### src/rtl/btn_debounce.sv
// btn_debounce: two-flop synchronizer, per-channel stability filter and registered edge pulses
module btn_debounce #(
   parameter int CLK_FREQUENCY_HZ      = 100000000,
   parameter int DEBOUNCE_MS           = 10,
   parameter int NUM_CH                = 6,
   parameter int CNTR_WIDTH            = 32,
   parameter bit SIMULATE              = 1'b0,
   parameter int SIMULATE_DEBOUNCE_CNT = 3
) (
   input  logic              clk,
   input  logic              reset,
   input  logic [NUM_CH-1:0] raw_in,
   output logic [NUM_CH-1:0] db_out,
   output logic [NUM_CH-1:0] rise_pulse,
   output logic [NUM_CH-1:0] fall_pulse
);
   localparam logic [CNTR_WIDTH-1:0] TOP = SIMULATE ? CNTR_WIDTH'(SIMULATE_DEBOUNCE_CNT)
                                                    : CNTR_WIDTH'(CLK_FREQUENCY_HZ / 1000 * DEBOUNCE_MS - 1);
   localparam logic [CNTR_WIDTH-1:0] ONE = 1;
   logic [NUM_CH-1:0]     sync1_q, sync2_q, db_q, db_d, rise_q, rise_d, fall_q, fall_d, hit;
   logic [CNTR_WIDTH-1:0] cnt_q [NUM_CH];
   logic [CNTR_WIDTH-1:0] cnt_d [NUM_CH];
   // per channel: count while the synchronized input disagrees with the output, flip at TOP
   always_comb begin
      hit = '0;
      for (int i = 0; i < NUM_CH; i++) begin
         hit[i]   = (sync2_q[i] != db_q[i]) && (cnt_q[i] == TOP);
         cnt_d[i] = (sync2_q[i] == db_q[i] || hit[i]) ? '0 : cnt_q[i] + ONE;
      end
      db_d   = db_q ^ hit;
      rise_d = hit & sync2_q;
      fall_d = hit & ~sync2_q;
   end
   // all state, including the synchronizer, clears asynchronously on reset
   always_ff @(posedge clk or negedge reset) begin
      if (!reset) begin
         sync1_q <= '0;
         sync2_q <= '0;
         db_q    <= '0;
         rise_q  <= '0;
         fall_q  <= '0;
         cnt_q   <= '{default: '0};
      end else begin
         sync1_q <= raw_in;
         sync2_q <= sync1_q;
         db_q    <= db_d;
         rise_q  <= rise_d;
         fall_q  <= fall_d;
         cnt_q   <= cnt_d;
      end
   end
   assign db_out     = db_q;
   assign rise_pulse = rise_q;
   assign fall_pulse = fall_q;
endmodule

### config.mk
export PLATFORM = sky130hd
export DESIGN_NAME = btn_debounce
export DESIGN_NICKNAME = d
export VERILOG_FILES = /design/src/rtl/btn_debounce.sv
export SDC_FILE = /design/constraint.sdc
export NUM_CORES = 1
export LEC_CHECK = 0
export CORE_MARGIN = 8
export CORE_UTILIZATION = 35
export DETAILED_ROUTE_END_ITERATION = 8
export SLEW_MARGIN = 25
export SYNTH_ARGS = -nofsm -noshare
export SYNTH_HDL_FRONTEND = slang
export SYNTH_SLANG_ARGS = --single-unit
### constraint.sdc
create_clock -name clk -period 2.59 [get_ports clk]
set_input_delay 0.518 -clock clk [delete_from_list [all_inputs] [get_ports clk]]
set_output_delay 0.518 -clock clk [all_outputs]
set_load 0.005 [all_outputs]
==> flow_summary.ini, run 1 <==
[outcome]
outcome = finished clean

[synth]
syn_inst = 1169
synth.ff_latch_count = 222
synth-simple-area-share_pct = 28.8
synth_top_family_by_area = simple AND/OR/NAND/NOR gates
synth_xor_area_share_pct = 6.54
synth_fa_ha_area_share_pct = 0.668
synth_top_cell_area_share_pct = 49.4
synth_common_cells = dfrtp_1, a21oi_1, nor2_1, nand4_1, or4_1
async_reset_ff_share_pct = 100
yosysMostFrequentCell = dfrtp_1
synth_edf_count = 0
synthTopCellsByArea = dfrtp_1, or4_1, a21oi_1, o31ai_1, nand4_1
synthMuxAreaShare_pct = 0.723
synth-seq-area-share_pct = 49.4
synth_compound_area_share_pct = 10.9
ys.warnings.count = 0
synth_top_cell_by_area = dfrtp_1
synth_area_mm2 = 0.0112
avgSynthCellArea_um2 = 9.62
yosysUniqueCellTypes = 42
synthFlopType = dfrtp_1
synth_nets = 1183

[floorplan]
die_w_um = 195
rows = 65
boundaryPins = 26
start_util_pct = 35.5
die_y_um = 195
core-area_mm2 = 0.0316
die_area_mm2 = 0.0381

[sta]
rsz0062_at_grt = no
finalWorstSetupSlack_ns = 0.252
fin_crit_ns = 2.34
finalMaxSlewViolations = 0
final-setup-viol-count = 0
fin_crit_sh_pct = 90.3
holdWs_ns = 0.347
setup_tns_ns = 0
timing_worst_slew_pin_value_ns = 0.490
hold_viol_final = 0
fmax_mhz = 428
finClkSkew_ns = 0.0232
max-slew-margin-rel_pct = 67.3

[clock_tree]
post-cts-setup-buffers = 0
cts_root_buf = clkbuf_16
cts_made_buffers = 26
clock_latency_ns = 0.54
cts-htree-levels = 1
cts.reportedPaths.clkPinSlew_ns = 0.06
cts_tree = yes
clock_path_buffers = 3
clkSinkCount = 222
postCtsHoldBufs = 1
ctsResizeCount = 0

[layout]
diodes = 0
layout-drive-gt1-share_pct = 7.86
area_growth_pct = 15.4
final_cell_area_mm2 = 0.0130
nets = 1203

[global_route]
track_usage_pct = 12.5
grt_pass1_wl_um = 42000
overflow = 0
first_global_vias = 8552
antenna_found_initial = 0
grt_max_degree = 77

[pwr]
netSwitchingPower_mw = 1.63
seqPwrFrac_pct = 47.3
peakVddDrop_v = 0.000417
leakage_nw = 4.82
p_per_area_mw_per_mm2 = 576
p_comb_share_pct = 2.8
p_int_mw = 5.84
p_sw_share_pct = 21.9
p_total_mw = 7.47
p_clk_share_pct = 49.9

[setup_path]
crit_chain = ha_1 -> nand3_4 -> or4_4 -> or4_4 -> mux2_4
crit_arrival_ns = 2.76
critPathBufInv = 0
r2r-start = cnt_q[32]$_DFF_PN0_
crit_type = flop to flop
critPathCaptureType = flop
cp-start-kind = flop
critPathTopFamily = simple AND/OR/NAND/NOR gates
path_common_cell = or4_4
critPathLaunch = cnt_q[32]$_DFF_PN0_
cp_slowest_cell = or4_4
rrSetupSlack_ns = 0.25
r2r_cells = 5
slowest_delay_ns = 0.60
required_ns = 3.01
crit_fanout = 8

[hold_path]
min_path_cells = 0
hp-start = sync1_q[4]$_DFF_PN0_
hp-class = flop to flop
min_delay_worst_endpoint = sync2_q[4]$_DFF_PN0_

[placed_design]
placed_cell_area_mm2 = 0.0121
dp_hpwl_um = 15900
pre_cts_ws_ns = 0.238
gp_congestion = 0.805
port_buffers = 25

[route]
wl_met2_um = 10900
drc = 0
top_layer_used = met4
wl_met1_um = 11900
viasPerCell = 5.60
firstDrtPassIters = 5
first_iter_violations = 526
vias = 9024
routed_wl_um = 24200
drtAntennaViolNets = 0
wl_met3_um = 869
wire_per_inst_um = 15.0

[flow_run]
cap_violations = 0
worst max-delay path by stage:
stage	slack [ns]	depth (start not counted)	end
after detailed placement	0.24	5	flop
after floorplan	0.40	5	flop
after global placement	0.29	5	flop
after CTS	0.23	5	flop
final	0.25	5	flop
after global routing	0.13	4	cnt_q[27]$_DFF_PN0_
cell type report:
type | instances | area [um2]
Tap cell | 402 | 503
Timing Repair Buffer | 48 | 480
Clock inverter | 10 | 118
Inverter | 27 | 101
Clock buffer | 37 | 772
Fill cell | 3079 | 18700
Multi-Input combinational cell | 864 | 5450
Sequential cell | 222 | 5560
through the flow:
stage / cells / util, %
final: 1610 / 41.0
after global routing: 1610 / 41.0
after CTS: 1610 / 41.0
after detailed placement: 1562 / 38.2
after global placement: 1562 / 38.2
after floorplan: 1169 / -
logic make-up (layout without fill, tap and decap cells):
family	Yosys count	after routing
AOI/OAI and AO/OA	208	208
adders and majority gates	6	6
muxes	7	7
DFF	222	222
xor gates and xnor gates	84	84
and+or+nand+nor	559	559
buffers and inverters	83	122
layer usage:
| metal | global-route usage, % | vias up |
|---|---|---|
| met2 | 20.0 | 125 |
| li1 | - | 4450 |
| met5 | 0 | - |
| met1 | 17.4 | 4417 |
| met3 | 2.15 | 32 |
| met4 | 2.95 | 0 |
layout by cell type (no fill, tap or decap), types with 5 or more instances in the layout:
master,instances
dfrtp_1,222
clkbuf_8,8
clkbuf_16,26
nand4_1,71
and4_1,21
xor2_1,37
inv_1,27
buf_4,18
nor4b_1,10
and3_1,19
mux2_2,5
nor3b_1,13
nor3_1,21
nand2_1,62
o31ai_4,6
or3_1,52
ha_1,6
a21oi_1,100
o21ai_0,38
clkdlybuf4s50_1,24
nor4_1,41
or4_1,67
o31ai_1,54
and2_1,6
clkinv_2,6
xnor2_1,47
nor2_1,96
nand3_1,65
flip-flops by register name, summed over array words and instances, names as in the netlist, named ones only:
register    cells
rise_pulse      6
fall_pulse      6
cnt_q         192
sync1_q         6
sync2_q         6
power groups by stage:
stage | Combinational [mW] | Clock, mW | Sequential [mW]
global placement | 0.217 | 0 | 3.60
finish | 0.210 | 3.73 | 3.53
detailed placement | 0.217 | 0 | 3.60
global route | 0.241 | 3.96 | 3.54
floorplan | 0.0803 | 0 | 3.59
CTS | 0.220 | 3.85 | 3.53
Note: power is estimated with default switching activity, not from simulation.
==> run 2, diff against run 1 <==
Settings changed: ABC_CLOCK_PERIOD_IN_PS from default to 2590.
==> results of run 2 <==
The final DEF is identical to that of run 1; final timing and power are the same.
==> run 3, diff against run 2 <==
Settings changed: MAX_ROUTING_LAYER from default to met4, SKIP_LAST_GASP from default to 1.
==> run 3 against run 2 <==
Final area stayed put. Sequential share of layout area did not move. Clock power barely moved. Critical path type unchanged.
==> flow_summary.ini, run 3 (same netlist as run 1, synthesis figures left out) <==
[pwr]
p_comb_share_pct = 2.8
p_sw_share_pct = 21.9
p_total_mw = 7.48
netSwitchingPower_mw = 1.64
p_per_area_mw_per_mm2 = 576
p_int_mw = 5.84
p_clk_share_pct = 49.9
peakVddDrop_v = 0.000417
seqPwrFrac_pct = 47.3
leakage_nw = 4.82

[layout]
nets = 1203
final_cell_mix = dfrtp_1, a21oi_1, nor2_1
finalNonFillerCells = 1610
largest_register_ffs = 192
diodes = 0
layout-drive-gt1-share_pct = 7.86
regMostFlops = cnt_q
area_growth_pct = 15.4
final_common_cell = dfrtp_1

[clock_tree]
cts.reportedPaths.clkPinSlew_ns = 0.06
ctsResizeCount = 0
cts_made_buffers = 26
cts_tree = yes
clock_path_buffers = 3
clock_latency_ns = 0.54
cts-htree-levels = 1
post-cts-setup-buffers = 0
cts_root_buf = clkbuf_16
postCtsHoldBufs = 1
clkSinkCount = 222

[global_route]
met3_usage_pct = 1.99
overflow = 0
track_usage_pct = 12.9
grt-busiest-layer = met2
grt_pass1_wl_um = 42000
grtUsageMet2_pct = 20.1
gr-usage-met1_pct = 17.5
first_global_vias = 8549
antenna_found_initial = 0
grt_max_degree = 77

[setup_path]
rrSetupSlack_ns = 0.25
critPathCaptureType = flop
r2r-start = cnt_q[32]$_DFF_PN0_
cp-start-kind = flop
crit_fanout = 8
crit_type = flop to flop
required_ns = 3.01
crit_arrival_ns = 2.76
r2r_cells = 5

[route]
firstDrtPassIters = 5
viasPerCell = 5.62
wire_per_inst_um = 15.0
drtAntennaViolNets = 0
routed_wl_um = 24200
drc = 0
vias = 9044
first_iter_violations = 528

[floorplan]
rows = 65
start_util_pct = 35.5
core-area_mm2 = 0.0316
die_area_mm2 = 0.0381
die_w_um = 195
boundaryPins = 26
die_y_um = 195

[sta]
setup_tns_ns = 0
finClkSkew_ns = 0.0239
max-slew-margin-rel_pct = 67.8
finalWorstSetupSlack_ns = 0.251
fin_crit_sh_pct = 90.3
finalMaxSlewViolations = 0
timing_worst_slew_pin_value_ns = 0.477
hold_viol_final = 0
fin_crit_ns = 2.34
fmax_mhz = 427
rsz0062_at_grt = no
final-setup-viol-count = 0
holdWs_ns = 0.347

[placed_design]
gp_congestion = 0.815
dp.cells = 1562
dp_hpwl_um = 15900
pre_cts_ws_ns = 0.238
port_buffers = 25

[hold_path]
hp-class = flop to flop
min_path_cells = 0
min_delay_worst_endpoint = sync2_q[5]$_DFF_PN0_
hp-start = sync1_q[5]$_DFF_PN0_

[outcome]
outcome = finished clean

[flow_run]
cap_violations = 0
-- run 3: cell counts in the layout (fill, tap and decap cells not counted) --
Identical to the previous run, type by type.
-- run 3: worst max-delay path by stage --
stage	from	slack, ns	cells after the start	endpoint
after floorplan	cnt_q[32]$_DFF_PN0_	0.40	5	flop
after global placement	cnt_q[32]$_DFF_PN0_	0.29	5	flop
after detailed placement	cnt_q[32]$_DFF_PN0_	0.24	5	flop
after CTS	cnt_q[32]$_DFF_PN0_	0.23	5	flop
after global routing	cnt_q[7]$_DFF_PN0_	0.13	4	cnt_q[27]$_DFF_PN0_
final	cnt_q[32]$_DFF_PN0_	0.25	5	flop
-- run 3: power by group through the flow --
stage | registers (mW) | clock network, mW | logic, mW
floorplan | 3.59 | 0 | 0.0803
global placement | 3.60 | 0 | 0.217
detailed placement | 3.60 | 0 | 0.217
CTS | 3.53 | 3.85 | 0.220
global route | 3.54 | 3.96 | 0.242
finish | 3.53 | 3.73 | 0.210
-- run 3: layer usage --
layer  wire length (um)  share of wire [%]
met1              12000                 50
met2              10900                 45
met3                812                3.4
met4                459                1.9
met5                  0                  0
-- run 3: final cells by class --
class / count / area [um2]
Fill cell: 3079 / 18700
Sequential cell: 222 / 5560
Multi-Input combinational cell: 864 / 5450
Clock buffer: 37 / 772
Tap cell: 402 / 503
Timing Repair Buffer: 48 / 480
Clock inverter: 10 / 118
Inverter: 27 / 101
-- run 3: worst max-delay path, cell delays in order (launching register included) --
cell	delay, ns
dfrtp_1	0.39
ha_1	0.24
nand3_4	0.14
or4_4	0.54
or4_4	0.60
mux2_4	0.32
-- run 3: per-stage QoR --
step | cell area (um2) | util (%)
after floorplan | 11200 | -
after global placement | 12100 | 38.2
after detailed placement | 12100 | 38.2
after CTS | 13000 | 41.0
after global routing | 13000 | 41.0
final | 13000 | 41.0
